**src/rtl/interconn_pkg.sv**
```systemverilog
// Shared types and defaults for the MVU interconnect arbiter slice.
package interconn_pkg;

  localparam int N_DEF     = 8;
  localparam int LEN_W_DEF = 8;

  typedef enum logic {ARB_IDLE = 1'b0, ARB_ACTIVE = 1'b1} arb_state_t;

  typedef logic [N_DEF-1:0]     dst_mask_t;
  typedef logic [LEN_W_DEF-1:0] len_t;

endpackage

```
**src/rtl/interconn_arbiter_if.sv**
```systemverilog
// Request/ownership bundle between the MVU sources and the interconnect arbiter.
interface interconn_arbiter_if #(
  parameter int N     = interconn_pkg::N_DEF,
  parameter int LEN_W = interconn_pkg::LEN_W_DEF
);

  logic [N-1:0]            req;
  logic [N-1:0][N-1:0]     req_to;
  logic [N-1:0][LEN_W-1:0] req_len;
  logic [N-1:0]            beat;
  logic [N-1:0]            abort;
  logic [N-1:0]            gnt;
  logic [N-1:0]            xfer_en;
  logic [N-1:0][N-1:0]     dst_owner;
  logic [N-1:0]            dst_busy;
  logic [N-1:0]            viol;

  modport master (
    output req, req_to, req_len, beat, abort,
    input  gnt, xfer_en, dst_owner, dst_busy, viol
  );

  modport slave (
    input  req, req_to, req_len, beat, abort,
    output gnt, xfer_en, dst_owner, dst_busy, viol
  );

endinterface

```
**src/rtl/interconn_arb_src.sv**
```systemverilog
// Per-source burst tracker: IDLE/ACTIVE state, remaining-beat counter,
// owned destination mask and a beat-without-ownership flag.
module interconn_arb_src
  import interconn_pkg::*;
#(
  parameter int N     = N_DEF,
  parameter int LEN_W = LEN_W_DEF
) (
  input  logic             clk,
  input  logic             clr_n,
  input  logic             grant,
  input  logic [N-1:0]     req_to,
  input  logic [LEN_W-1:0] req_len,
  input  logic             beat,
  input  logic             abort,
  output logic             active,
  output logic [N-1:0]     own_mask,
  output logic             viol
);

  localparam logic S_IDLE   = ARB_IDLE;
  localparam logic S_ACTIVE = ARB_ACTIVE;

  logic             state;
  logic [LEN_W-1:0] rem;
  logic             last_beat;

  assign last_beat = beat && (rem == LEN_W'(1));
  assign active    = (state == S_ACTIVE);

  // NOTE: non-blocking assignments here so every register samples pre-edge values.
  always_ff @(posedge clk) begin
    if (!clr_n) begin
      state    <= S_IDLE;
      rem      <= '0;
      own_mask <= '0;
      viol     <= 1'b0;
    end else begin
      viol <= beat && (state == S_IDLE);
      if (state == S_IDLE) begin
        if (grant) begin
          state    <= S_ACTIVE;
          rem      <= (req_len == '0) ? LEN_W'(1) : req_len;
          own_mask <= req_to;
        end
      end else begin
        // A beat coinciding with abort still counts; either way the burst ends.
        if (abort || last_beat) begin
          state    <= S_IDLE;
          own_mask <= '0;
        end else if (beat) begin
          rem <= rem - LEN_W'(1);
        end
      end
    end
  end

endmodule

```
**src/rtl/interconn_arbiter.sv**
```systemverilog
// Round-robin crossbar scheduler: grants each source exclusive use of its
// destination set, with head-of-line reservation to prevent starvation.
module interconn_arbiter
  import interconn_pkg::*;
#(
  parameter int N     = N_DEF,
  parameter int LEN_W = LEN_W_DEF
) (
  input  logic               clk,
  input  logic               clr_n,
  interconn_arbiter_if.slave bus
);

  localparam int PTR_W = (N > 1) ? $clog2(N) : 1;

  logic [PTR_W-1:0]    ptr;
  logic [N-1:0]        active;
  logic [N-1:0]        viol;
  logic [N-1:0][N-1:0] own_mask;
  logic [N-1:0]        owned;
  logic [N-1:0]        grant;
  logic [N-1:0]        gnt_q;
  logic [N-1:0]        blocked;
  logic [PTR_W-1:0]    scan_idx;
  logic [PTR_W-1:0]    head_idx;
  logic                head_found;
  logic                head_gnt;
  logic                cand;
  logic                free;
  logic [N-1:0][N-1:0] owner;

  for (genvar g = 0; g < N; g++) begin : g_src
    interconn_arb_src #(.N(N), .LEN_W(LEN_W)) u_src (
      .clk      (clk),
      .clr_n    (clr_n),
      .grant    (grant[g]),
      .req_to   (bus.req_to[g]),
      .req_len  (bus.req_len[g]),
      .beat     (bus.beat[g]),
      .abort    (bus.abort[g]),
      .active   (active[g]),
      .own_mask (own_mask[g]),
      .viol     (viol[g])
    );
  end

  // NOTE: every always_comb output gets a default first so no latch is inferred.
  always_comb begin
    owned = '0;
    for (int i = 0; i < N; i++) begin
      if (active[i]) owned = owned | own_mask[i];
    end
  end

  // Scan from ptr; only registered ownership feeds the decision, so a
  // destination released at one edge becomes grantable at the next.
  always_comb begin
    blocked    = owned;
    grant      = '0;
    head_found = 1'b0;
    head_gnt   = 1'b0;
    head_idx   = '0;
    scan_idx   = '0;
    cand       = 1'b0;
    free       = 1'b0;
    for (int k = 0; k < N; k++) begin
      scan_idx = PTR_W'((int'(ptr) + k) % N);
      cand     = bus.req[scan_idx] && !active[scan_idx] && (bus.req_to[scan_idx] != '0);
      free     = (bus.req_to[scan_idx] & blocked) == '0;
      if (cand) begin
        if (free) grant[scan_idx] = 1'b1;
        // A granted set is taken; a blocked head reserves its whole set.
        if (free || !head_found) blocked = blocked | bus.req_to[scan_idx];
        if (!head_found) begin
          head_found = 1'b1;
          head_idx   = scan_idx;
          head_gnt   = free;
        end
      end
    end
  end

  always_ff @(posedge clk) begin
    if (!clr_n) begin
      ptr   <= '0;
      gnt_q <= '0;
    end else begin
      gnt_q <= grant;
      if (head_gnt) begin
        ptr <= (head_idx == PTR_W'(N - 1)) ? '0 : head_idx + PTR_W'(1);
      end
    end
  end

  always_comb begin
    owner = '0;
    for (int j = 0; j < N; j++) begin
      for (int i = 0; i < N; i++) begin
        owner[j][i] = own_mask[i][j] & active[i];
      end
    end
  end

  always_comb begin
    bus.dst_busy = '0;
    for (int j = 0; j < N; j++) begin
      bus.dst_busy[j] = |owner[j];
    end
  end

  assign bus.dst_owner = owner;
  assign bus.gnt       = gnt_q;
  assign bus.xfer_en   = active;
  assign bus.viol      = viol;

endmodule

```
**src/flat_wrapper.sv**
```systemverilog
// flat-port wrapper written by rule: the top's interface ports become plain ports
module interconn_arbiter_flat import interconn_pkg::*;
#(
  parameter int N     = N_DEF,
  parameter int LEN_W = LEN_W_DEF
)
  (clk, clr_n, bus_req, bus_req_to, bus_req_len, bus_beat, bus_abort, bus_gnt, bus_xfer_en, bus_dst_owner, bus_dst_busy, bus_viol);
  interconn_arbiter_if #(.N(N), .LEN_W(LEN_W)) bus_i ();
  input  logic clk;
  input  logic clr_n;
  input wire logic [$bits(bus_i.req)-1:0] bus_req;
  input wire logic [$bits(bus_i.req_to)-1:0] bus_req_to;
  input wire logic [$bits(bus_i.req_len)-1:0] bus_req_len;
  input wire logic [$bits(bus_i.beat)-1:0] bus_beat;
  input wire logic [$bits(bus_i.abort)-1:0] bus_abort;
  output wire logic [$bits(bus_i.gnt)-1:0] bus_gnt;
  output wire logic [$bits(bus_i.xfer_en)-1:0] bus_xfer_en;
  output wire logic [$bits(bus_i.dst_owner)-1:0] bus_dst_owner;
  output wire logic [$bits(bus_i.dst_busy)-1:0] bus_dst_busy;
  output wire logic [$bits(bus_i.viol)-1:0] bus_viol;
  assign bus_i.req = bus_req;
  assign bus_i.req_to = bus_req_to;
  assign bus_i.req_len = bus_req_len;
  assign bus_i.beat = bus_beat;
  assign bus_i.abort = bus_abort;
  assign bus_gnt = bus_i.gnt;
  assign bus_xfer_en = bus_i.xfer_en;
  assign bus_dst_owner = bus_i.dst_owner;
  assign bus_dst_busy = bus_i.dst_busy;
  assign bus_viol = bus_i.viol;
  interconn_arbiter #(.N(N), .LEN_W(LEN_W)) u_core (.clk(clk), .clr_n(clr_n), .bus(bus_i));
endmodule
```
**config.mk**
```make
export PLATFORM = sky130hd
export DESIGN_NAME = interconn_arbiter_flat
export DESIGN_NICKNAME = d
export VERILOG_FILES = /design/src/rtl/interconn_pkg.sv /design/src/rtl/interconn_arbiter_if.sv /design/src/rtl/interconn_arb_src.sv /design/src/rtl/interconn_arbiter.sv /design/src/flat_wrapper.sv
export SDC_FILE = /design/constraint.sdc
export NUM_CORES = 1
export LEC_CHECK = 0
export CORE_UTILIZATION = 40
export CTS_BUF_LIST = sky130_fd_sc_hd__clkbuf_2
export CTS_CLUSTER_DIAMETER = 200
export DETAILED_ROUTE_END_ITERATION = 6
export PLACE_DENSITY = 0.75
export SYNTH_ARGS = -nofsm -noshare
export SYNTH_HDL_FRONTEND = slang
export SYNTH_SLANG_ARGS = --single-unit
```
**constraint.sdc**
```tcl
create_clock -name clk -period 6.9 [get_ports clk]
set_clock_uncertainty 0.2 [all_clocks]
set_input_delay 1.38 -clock clk [delete_from_list [all_inputs] [get_ports clk]]
set_output_delay 1.38 -clock clk [all_outputs]
set_load 0.05 [all_outputs]
```
==> results of run 1 <==
-- layer usage --
metal	vias to the layer above	part of all wire, %	GRT usage (%)
li1	8668	-	-
met1	9639	39	47.8
met2	1350	44	56.5
met3	241	12	10.3
met4	2	4.1	14.1
met5	-	0.013	0
-- Yosys cell counts, types with 9 or more instances --
cell	count
nor4b_1	9
a311oi_1	10
o21ai_0	65
o31ai_1	12
o22ai_1	52
or2_2	18
nand2b_1	26
a22o_1	25
and4_1	9
clkbuf_1	60
nand4_1	22
dfxtp_1	155
mux2_2	30
ha_1	25
or3_1	20
and3_1	20
mux4_2	93
o211ai_1	14
nor4_1	33
a32o_1	40
nor2_1	147
a31oi_1	18
a21oi_1	74
buf_2	35
o2111ai_1	10
or4_1	18
mux2i_1	123
nand2_1	147
and2_1	74
o31a_1	9
buf_4	23
nor3_1	54
a22oi_1	11
a21o_1	14
o21a_1	23
nand3_1	67
inv_1	68
o32ai_1	17
a211oi_1	14
o221ai_1	11
nor2b_1	16
o2bb2ai_1	16
-- cell families after synthesis --
logic type	Yosys count
XOR/XNOR	6
AND/OR/NAND/NOR	711
buffers and inverters	207
AO/OA/AOI/OAI	554
multiplexers	247
adder cells (fa/ha/maj)	25
flip-flops	155
-- path summary, 6_finish.rpt --
check | startpoint | end | slack [ns] | depth (start not counted)
setup / recovery | bus_req_to[28] | u_core.g_src[1].u_src.own_mask[2]$_SDFFE_PN0P_ | 0.07 | 21
hold / removal | u_core.g_src[4].u_src.own_mask[1]$_SDFFE_PN0P_ | u_core.g_src[4].u_src.own_mask[1]$_SDFFE_PN0P_ | 0.29 | 1
setup reg to reg | u_core.ptr[0]$_SDFFE_PN0P_ | u_core.g_src[1].u_src.own_mask[2]$_SDFFE_PN0P_ | 0.14 | 22
hold reg to reg | u_core.g_src[4].u_src.own_mask[1]$_SDFFE_PN0P_ | u_core.g_src[4].u_src.own_mask[1]$_SDFFE_PN0P_ | 0.29 | 1
-- registers in the layout, summed over array words and instances (netlist names) --
signal and cells:
u_core.g_src.u_src.rem 64, u_core.bus.gnt 8, u_core.g_src.u_src.active 8, u_core.g_src.u_src.viol 8
u_core.g_src.u_src.own_mask 64, u_core.ptr 3
-- worst max-delay path, stage by stage --
cell,delay [ns]
clkdlybuf4s50_1,0.52
buf_4,0.19
mux4_2,0.54
mux2_2,0.31
o2bb2ai_1,0.12
o21ai_1,0.41
and2_1,0.25
a31oi_1,0.13
buf_4,0.20
o211ai_2,0.32
buf_4,0.17
a221oi_1,0.07
nor4_1,0.33
o211a_1,0.25
or3b_4,0.43
nor4b_4,0.40
buf_4,0.21
nor4b_2,0.06
or3_1,0.40
o22ai_2,0.44
a32o_1,0.20
-- power breakdown --
| group | total, mW | internal [mW] | switching, mW |
|---|---|---|---|
| logic | 10.5 | 4.58 | 5.87 |
| clock network | 0.492 | 0.129 | 0.363 |
| registers | 1.53 | 1.25 | 0.276 |
| total | 12.5 | 5.97 | 6.51 |
-- metrics by stage --
step	utilization (%)	power (mW)	instances	setup WS, ns	hold slack, ns
after floorplan	-	7.09	1905	0.0153	0.224
after global placement	56.0	11.4	2999	-0.786	0.239
after detailed placement	56.0	11.5	2999	-0.933	0.245
after CTS	56.5	12.1	3031	0.0104	0.284
after global routing	56.8	13.0	3034	0.0205	0.290
final	56.8	12.5	3034	0.0701	0.286
-- layout make-up --
cell class	instances	area (µm²)
Antenna cell	1	2.50
Clock buffer	19	95.1
Clock inverter	13	101
Fill cell	3636	17100
Inverter	77	289
Multi-Input combinational cell	1543	12200
Sequential cell	155	3110
Tap cell	525	657
Timing Repair Buffer	701	6070
-- what timing repair did --
action	in CTS	in global routing
setup endpoints to repair	8	115
hold buffers	0	0
setup buffers	0	2
pin swaps	0	1
gates resized for setup	1	11
==> reports/metrics.cfg, run 1 <==
[power]
p_per_area_nw_per_um2 = 555
vdd_drop_max_mv = 0.296
p_leak_nw = 9.00

[layout]
num-nets-final = 2674
final_cell_mix = 439 x buf_4, 248 x clkdlybuf4s50_1, 153 x dfxtp_1
finalInstanceArea_um2 = 22500
drive_gt1_share_pct = 27.5
final_common_cell = buf_4
syn_to_final_growth_pct = 40.2

[run_status]
status = complete, but fails checks
violations = design-rule violations

[sta]
slew_headroom_pct = 45.0
finalSetupTns_ns = 0
rsz0062_at_grt = no
setup_viol = 0
period_needed_ns = 6.83
hold_violations = 0
worst_pin_slew_ns = 0.825
period_share_pct = 99.0
fmax_ghz = 0.146
drv_slew = 0

[die]
start_util_pct = 40.5
core-area_um2 = 39600
die_x_um = 202
design.die.area_um2 = 40900
fp-row-count = 73
io_pins = 250
die_h_um = 202

[flow_run]
drv_cap = 0

[placed_design]
post-dp-hpwl_mm = 61.5
dpl_cell_area_um2 = 22200
io_buffers = 249
gp_congestion = 1.07

[drt]
drc = 8
vias = 19900
drt-initial-drc-count = 2653
avgRoutedWirePerCell_um = 25.4
wirelength_mm = 77.0
routed_via_density = 6.56
drtAntennaViolNets = 0
dr.pass1.iters = 7

[synthesis]
yosys.area.top_type_share_pct = 19.3
synth-async-reset-ratio_pct = 0
ys_ff_latch = 155
synth_edf_count = 0
yosysUniqueCellTypes = 107
synthesis.area_um2 = 16000
seq_area_frac_synth_pct = 19.3
synth_top_family_by_area = compound AO/OA/AOI/OAI gates
yosysWarnings = 0
synthTopCellsByArea = dfxtp_1 19%, mux4_2 13%, mux2i_1 7.7%
synthSimpleGateAreaFrac_pct = 23.3
synth_top_area_cell = dfxtp_1
synth.mux.area_fraction_pct = 22.9
synth_ff_type = dfxtp_1
syn-mean-instance-area_um2 = 8.42
synthAdderAreaFrac_pct = 1.95
synth_compound_area_share_pct = 26.3
synth-xor-area-share_pct = 0.374
synthesis.nets = 2084
synth_cells = 1905

[grt]
grt_first_pass_wirelength_mm = 114
grt_pass1_vias = 19000
overflow = 0
grt_use_total_pct = 36.5
grt_max_degree = 105
grt_antenna_before_repair = 2

[clocking]
clk_pin_slew_ns = 0.24
h-tree-depth = 4
cts_tree = done
clock_latency_ns = 0.83
clockBufferDepth = 2
root_buffer = clkbuf_2
cts_sinks = 155
cts-buffers-inserted = 17

[worst_setup_path]
worstSetupPathType = in2reg
startpoint_type = input pin
crit_arrival_ns = 7.37
cp-end-kind = flop
worstPathRequired_ns = 7.44
cp_max_fo = 8

[worst_hold_path]
hold_path.class = reg2reg

Power figures use the tool's default switching activity.
==> run 2: changes to the inputs <==
Settings changed: SLEW_MARGIN from default to 15.
==> results of run 2 <==
Final layout, timing and power as in run 1 (identical DEF).
